### config.mk
export PLATFORM = sky130hd
export DESIGN_NAME = pattern_gen
export DESIGN_NICKNAME = d
export VERILOG_FILES = /design/src/rtl/pattern_pkg.sv /design/src/rtl/box_mover.sv /design/src/rtl/pattern_gen.sv
export SDC_FILE = /design/constraint.sdc
export NUM_CORES = 1
export LEC_CHECK = 0
export BUFFER_PORTS_ARGS = -buffer_cell sky130_fd_sc_hd__buf_2
export CORE_MARGIN = 4
export CORE_UTILIZATION = 33
export CTS_CLUSTER_DIAMETER = 50
export DETAILED_ROUTE_END_ITERATION = 12
export SETUP_SLACK_MARGIN = 0.3
export SLEW_MARGIN = 20
export SYNTH_ARGS = -nofsm -noshare
export SYNTH_HDL_FRONTEND = slang
export SYNTH_SLANG_ARGS = --single-unit
### constraint.sdc
create_clock -name rfr_clk -period 7.35 [get_ports rfr_clk]
set_input_delay 0.3675 -clock rfr_clk [delete_from_list [all_inputs] [get_ports rfr_clk]]
set_output_delay 0.3675 -clock rfr_clk [all_outputs]
set_load 0.05 [all_outputs]
### src/rtl/pattern_pkg.sv
// Shared definitions for the raster test-pattern generator:
// 16-entry colour palette, pattern mode encoding and box direction bit positions.
package pattern_pkg;

    typedef enum logic [1:0] {
        MODE_VBARS   = 2'd0,
        MODE_HBARS   = 2'd1,
        MODE_CHECKER = 2'd2,
        MODE_WHITE   = 2'd3
    } mode_e;

    localparam int DIR_RIGHT = 0;
    localparam int DIR_LEFT  = 1;
    localparam int DIR_DOWN  = 2;
    localparam int DIR_UP    = 3;

    localparam logic [23:0] COL_WHITE        = 24'hFFFFFF;
    localparam logic [23:0] COL_RED          = 24'hFF0000;
    localparam logic [23:0] COL_ORANGE       = 24'hFF8000;
    localparam logic [23:0] COL_YELLOW       = 24'hFFFF00;
    localparam logic [23:0] COL_GREEN_YELLOW = 24'h80FF00;
    localparam logic [23:0] COL_GREEN        = 24'h00FF00;
    localparam logic [23:0] COL_GREEN_BLUE   = 24'h00FF80;
    localparam logic [23:0] COL_TEAL         = 24'h008080;
    localparam logic [23:0] COL_BLUE_GREEN   = 24'h0080FF;
    localparam logic [23:0] COL_BLUE         = 24'h0000FF;
    localparam logic [23:0] COL_VIOLET       = 24'h8000FF;
    localparam logic [23:0] COL_PINK         = 24'hFF80C0;
    localparam logic [23:0] COL_FUCHSIA      = 24'hFF00FF;
    localparam logic [23:0] COL_DARK_GREY    = 24'h404040;
    localparam logic [23:0] COL_LIGHT_GREY   = 24'hC0C0C0;
    localparam logic [23:0] COL_BLACK        = 24'h000000;

    function automatic logic [23:0] palette_rgb(input logic [3:0] idx);
        palette_rgb = COL_BLACK;
        case (idx)
            4'd0:  palette_rgb = COL_WHITE;
            4'd1:  palette_rgb = COL_RED;
            4'd2:  palette_rgb = COL_ORANGE;
            4'd3:  palette_rgb = COL_YELLOW;
            4'd4:  palette_rgb = COL_GREEN_YELLOW;
            4'd5:  palette_rgb = COL_GREEN;
            4'd6:  palette_rgb = COL_GREEN_BLUE;
            4'd7:  palette_rgb = COL_TEAL;
            4'd8:  palette_rgb = COL_BLUE_GREEN;
            4'd9:  palette_rgb = COL_BLUE;
            4'd10: palette_rgb = COL_VIOLET;
            4'd11: palette_rgb = COL_PINK;
            4'd12: palette_rgb = COL_FUCHSIA;
            4'd13: palette_rgb = COL_DARK_GREY;
            4'd14: palette_rgb = COL_LIGHT_GREY;
            default: palette_rgb = COL_BLACK;
        endcase
    endfunction

endpackage

### src/rtl/box_mover.sv
// Moving-box state: per-frame position stepping with clamping to the active area,
// and colour index stepping on each rising edge of dcolor.
module box_mover
    import pattern_pkg::*;
#(
    parameter int H_ACTIVE = 1280,
    parameter int V_ACTIVE = 1024,
    parameter int BOX_SIZE = 64
) (
    input  logic        rfr_clk,
    input  logic        reset,
    input  logic        frame_start,
    input  logic        move_en,
    input  logic [3:0]  move_dir,
    input  logic [1:0]  speed,
    input  logic        dcolor,
    output logic [11:0] box_x,
    output logic [11:0] box_y,
    output logic [3:0]  color_idx
);

    localparam logic [11:0] X_MAX = 12'(H_ACTIVE - BOX_SIZE);
    localparam logic [11:0] Y_MAX = 12'(V_ACTIVE - BOX_SIZE);

    logic [12:0] step;
    logic [11:0] box_x_d, box_y_d;
    logic        dcolor_q;

    // Opposing bits both set or both clear leave the axis where it is.
    function automatic logic [11:0] step_axis(input logic [11:0] pos, input logic inc,
                                              input logic dec, input logic [12:0] stp,
                                              input logic [11:0] lim);
        logic [12:0] sum;
        sum = {1'b0, pos} + stp;
        step_axis = pos;
        if (inc && !dec)
            step_axis = (sum > {1'b0, lim}) ? lim : sum[11:0];
        else if (dec && !inc)
            step_axis = ({1'b0, pos} < stp) ? 12'd0 : pos - stp[11:0];
    endfunction

    always_comb begin
        step    = 13'd1 << speed;
        box_x_d = step_axis(box_x, move_dir[DIR_RIGHT], move_dir[DIR_LEFT], step, X_MAX);
        box_y_d = step_axis(box_y, move_dir[DIR_DOWN],  move_dir[DIR_UP],   step, Y_MAX);
    end

    always_ff @(posedge rfr_clk) begin
        if (reset) begin
            box_x     <= '0;
            box_y     <= '0;
            color_idx <= 4'd1;
            dcolor_q  <= 1'b0;
        end else begin
            dcolor_q <= dcolor;
            if (dcolor && !dcolor_q)
                color_idx <= color_idx + 4'd1;
            if (frame_start && move_en) begin
                box_x <= box_x_d;
                box_y <= box_y_d;
            end
        end
    end

endmodule

### src/rtl/pattern_gen.sv
// Raster test-pattern generator: colour bars, checkerboard or white, one cycle behind the
// raster position. Define PATTERN_GEN_BOX_EN to add the movable colour box overlay.
module pattern_gen
    import pattern_pkg::*;
#(
    parameter int H_ACTIVE = 1280,
    parameter int V_ACTIVE = 1024,
    parameter int NUM_BARS = 16,
    parameter int BOX_SIZE = 64
) (
    input  logic        rfr_clk,
    input  logic        reset,
    input  logic        video_on,
    input  logic [11:0] pixel_cnt,
    input  logic [11:0] line_cnt,
    input  logic        frame_start,
    input  logic [1:0]  mode,
    input  logic        move_en,
    input  logic [3:0]  move_dir,
    input  logic [1:0]  speed,
    input  logic        dcolor,
    output logic [7:0]  p_red,
    output logic [7:0]  p_green,
    output logic [7:0]  p_blue
);

    localparam logic [11:0] BAR_W    = 12'(H_ACTIVE / NUM_BARS);
    localparam logic [11:0] BAR_H    = 12'(V_ACTIVE / NUM_BARS);
    localparam logic [5:0]  LAST_BAR = 6'(NUM_BARS - 1);

    mode_e       mode_q;
    logic        armed;
    logic [5:0]  col_q, col_d, row_q, row_d;
    logic [11:0] col_bnd_q, col_bnd_d, row_bnd_q, row_bnd_d;
    logic [23:0] bg_rgb, pix_rgb;

    // Bar indices follow the raster incrementally; the last bar absorbs any remainder.
    always_comb begin
        col_d     = col_q;
        col_bnd_d = col_bnd_q;
        if (pixel_cnt == 12'd0) begin
            col_d     = '0;
            col_bnd_d = BAR_W;
        end else if (pixel_cnt == col_bnd_q && col_q != LAST_BAR) begin
            col_d     = col_q + 6'd1;
            col_bnd_d = col_bnd_q + BAR_W;
        end
    end

    always_comb begin
        row_d     = row_q;
        row_bnd_d = row_bnd_q;
        if (line_cnt == 12'd0) begin
            row_d     = '0;
            row_bnd_d = BAR_H;
        end else if (line_cnt == row_bnd_q && row_q != LAST_BAR) begin
            row_d     = row_q + 6'd1;
            row_bnd_d = row_bnd_q + BAR_H;
        end
    end

    always_comb begin
        bg_rgb = COL_WHITE;
        case (mode_q)
            MODE_VBARS:   bg_rgb = palette_rgb(col_d[3:0]);
            MODE_HBARS:   bg_rgb = palette_rgb(row_d[3:0]);
            MODE_CHECKER: bg_rgb = (pixel_cnt[5] ^ line_cnt[5]) ? COL_WHITE : COL_BLACK;
            default:      bg_rgb = COL_WHITE;
        endcase
    end

`ifdef PATTERN_GEN_BOX_EN
    logic [11:0] box_x, box_y;
    logic [3:0]  box_col;
    logic        in_box;

    box_mover #(
        .H_ACTIVE (H_ACTIVE),
        .V_ACTIVE (V_ACTIVE),
        .BOX_SIZE (BOX_SIZE)
    ) u_box_mover (
        .rfr_clk     (rfr_clk),
        .reset       (reset),
        .frame_start (frame_start),
        .move_en     (move_en),
        .move_dir    (move_dir),
        .speed       (speed),
        .dcolor      (dcolor),
        .box_x       (box_x),
        .box_y       (box_y),
        .color_idx   (box_col)
    );

    assign in_box = (pixel_cnt >= box_x) && ({1'b0, pixel_cnt} < {1'b0, box_x} + 13'(BOX_SIZE))
                 && (line_cnt >= box_y)  && ({1'b0, line_cnt}  < {1'b0, box_y} + 13'(BOX_SIZE));
    assign pix_rgb = in_box ? palette_rgb(box_col) : bg_rgb;
`else
    logic unused_box_in;
    assign unused_box_in = ^{move_en, move_dir, speed, dcolor};
    assign pix_rgb = bg_rgb;
`endif

    // After reset the output stays dark until a frame boundary re-arms it.
    always_ff @(posedge rfr_clk) begin
        if (reset) begin
            mode_q    <= MODE_VBARS;
            armed     <= 1'b0;
            col_q     <= '0;
            row_q     <= '0;
            col_bnd_q <= BAR_W;
            row_bnd_q <= BAR_H;
            p_red     <= '0;
            p_green   <= '0;
            p_blue    <= '0;
        end else begin
            if (frame_start) begin
                mode_q <= mode_e'(mode);
                armed  <= 1'b1;
            end
            col_q     <= col_d;
            row_q     <= row_d;
            col_bnd_q <= col_bnd_d;
            row_bnd_q <= row_bnd_d;
            if (video_on && armed)
                {p_red, p_green, p_blue} <= pix_rgb;
            else
                {p_red, p_green, p_blue} <= '0;
        end
    end

endmodule

==> flow_summary.toml <==
[global_route]
grt_max_degree = 17
antenna_found_initial = 0
grt-ovfl-total = 0
grt_use_total = 0.128
grt_pass1_vias = 2065
grt_pass1_wl_um = 9370

[cts]
cts_resized = 0
clk_latency_ns = 0.29
clockBufferDepth = 2
cts_hold_buf = 0
clkSlewWorstSetupHoldPaths_ns = 0.08
cts_tree = "built"
cts-root-buf = "clkbuf_8"
cts.sinks = 38
cts_max_level = 2
cts_buffers = 5
postCtsSetupBuffers = 0

[sta]
fin_crit_ns = 3.09
tightest_slew_ns = 1.02
fin_crit_sh = 0.421
tns_ns = 0
fin_skew_ns = 0.0113
rsz0062_at_grt = "false"
relSlewSlack = 0.300
finalSetupViolations = 0
fmax_ghz = 0.323
finalHoldViolations = 0
slew_violations = 0

[critical_path]
arrival_ns = 3.33
timing.rr.end = "p_green[6]"
reg2regPathDepth = 9
crit_chain = "xnor2_1 -> nand4_1 -> or3_2 -> mux2i_2 -> nor2_1 -> ha_1 -> or4_1 -> o41ai_1 -> o31a_1"
slowest_stage = "or3_2"
required_ns = 7.58
cp_max_fo = 7
start_kind = "flip-flop"
cpLargestDelayFamily = "simple AND/OR/NAND/NOR gates"
reg2reg_slack_ns = 4.26
cp-startpoint = "row_bnd_q[6]"
critical_path_depth = 9
rr_startpoint = "row_bnd_q[6]"
endpoint = "p_green[6]"
crit_buf_inv = 0
crit_type = "flip-flop to flip-flop"
max_stage_delay_ns = 0.62
worstSetupEndpointType = "flip-flop"

[place]
port_buffers = 53
hpwl_um = 4370
gp_congestion = 0.903
placed_area_sq_um = 2780

[power]
ir_drop_uv = 71.9
leakagePower_nw = 1.24
powerDensity_nw_per_um2 = 147

[logic_synthesis]
yosys-top-cells-count = "nor2_1 (47), dfxtp_1 (38), xnor2_1 (24)"
yosys-top-cells-area = "dfxtp_1 (30%), xnor2_1 (8.3%), nor2_1 (7.0%)"
synthFlopType = "dfxtp_1"
synth_edf_count = 0
yosysTopAreaCell = "dfxtp_1"
synth_warnings = 0
synthArstFlopShare = 0
synth.distinct_cells = 51
syn_avg_cell_area_sq_um = 8.57
synth_area_sq_um = 2530
synthCells = 295
synth-seq-cells = 38
seq_area_frac_synth = 0.301
synth.most_common_cell = "nor2_1"
synth_top_cell_area_share = 0.301
syn_nets = 347

[floorplan]
io-pin-count = 62
die_h_um = 95.5
fp.coreArea_sq_um = 7330
fp.dieW_um = 95.5
fp.dieArea_sq_um = 9120
rows = 31
start_util = 0.345

[layout]
diodes = 0
finalInstanceArea_sq_um = 2870
nNetsFinal = 385
synthToLayoutAreaGrowth_pct = 13.6
drive_gt1_frac = 0.249
fin_util = 0.392

[detailed_routing]
drt_first_pass_iters = 4
drc = 0
routed_wl_um = 5560
ant_nets = 0
wl_per_cell_um = 12.8
vias = 2115
avgViaCountPerCell = 4.88
drtIter0Drc = 51

[min_path]
hold_start = "mode[0]"
hold_class = "input port to flip-flop"

[run_status]
outcome = "completed"

[flow_run]
drv_cap = 0
cells in the final DEF (no fill, tap or decap), types with 2 or more instances in the layout:
| cell | synthesis | layout |
|---|---|---|
| a21oi_1 | 6 | 6 |
| a31oi_1 | 4 | 4 |
| and2_1 | 5 | 5 |
| and3_1 | 2 | 2 |
| buf_2 | 4 | 53 |
| clkbuf_8 | 0 | 6 |
| dfxtp_1 | 38 | 38 |
| ha_1 | 14 | 14 |
| inv_1 | 11 | 11 |
| mux2_2 | 4 | 4 |
| mux2i_1 | 10 | 10 |
| nand2_1 | 14 | 14 |
| nand2b_1 | 5 | 5 |
| nand3_1 | 15 | 15 |
| nand4_1 | 4 | 4 |
| nor2_1 | 47 | 47 |
| nor3_1 | 3 | 3 |
| nor4_1 | 4 | 4 |
| nor4_2 | 2 | 2 |
| nor4_4 | 2 | 2 |
| o211ai_1 | 4 | 4 |
| o21a_1 | 2 | 2 |
| o21ai_0 | 7 | 7 |
| o31a_1 | 2 | 2 |
| o41ai_1 | 2 | 2 |
| or2_2 | 6 | 6 |
| or3_1 | 3 | 3 |
| xnor2_1 | 24 | 24 |
| xor2_1 | 11 | 11 |
stage by stage:
stage / cells / power (mW) / setup slack, ns / hold slack, ns
final: 433 / 0.421 / 4.26 / 0.320
after global routing: 433 / 0.440 / 4.01 / 0.351
after detailed placement: 425 / 0.273 / 3.97 / 0.454
after CTS: 433 / 0.429 / 4.23 / 0.319
after floorplan: 295 / 0.256 / 4.46 / 0.434
after global placement: 425 / 0.272 / 3.97 / 0.445
sequential cells by signal (all words and copies together) (netlist names):
name	count
col_bnd_q	8
row_q	6
mode_q	2
row_bnd_q	6
col_q	6
p_blue	3
armed	1
p_green	3
p_red	3
routing by layer:
metal,global-route usage,vias up,share of wire
li1,-,1087,-
met1,0.159,972,0.46
met2,0.214,46,0.47
met3,0.0316,10,0.049
met4,0.0474,0,0.019
met5,0,-,0
power breakdown:
part | internal (mW) | switching (mW) | leakage [nW]
registers | 0.209 | 0.00186 | 0.308
clock network | 0.0755 | 0.0782 | 0.0472
logic | 0.0185 | 0.0385 | 0.881
how the worst min path moves through the flow:
stage	to	depth (start not counted)	slack (ns)
after floorplan	armed	2	0.43
after global placement	armed	2	0.44
after detailed placement	armed	2	0.45
after CTS	mode_q[0]	3	0.32
after global routing	mode_q[0]	3	0.35
final	mode_q[0]	3	0.32
tightest hold or removal path, cell delays in order:
cell	delay, ns
buf_2	0.08
mux2i_1	0.06
nor2_1	0.08
cells by family after synthesis:
group,Yosys count,synth area share
adders and majority gates,14,0.0693
and+or+nand+nor,120,0.259
buffers and inverters,34,0.0748
AOI/OAI and AO/OA,39,0.111
xor gates and xnor gates,35,0.121
DFF,38,0.301
muxes,15,0.0629
final cells by class:
class | count | area (sq um)
multi-input combinational | 223 | 1580
sequential | 38 | 761
inverter | 11 | 41.3
clock inverter | 2 | 12.5
timing repair buffer | 54 | 273
fill | 743 | 4460
tap | 99 | 124
clock buffer | 6 | 82.6
No activity file was read; power rests on OpenSTA's default activity.
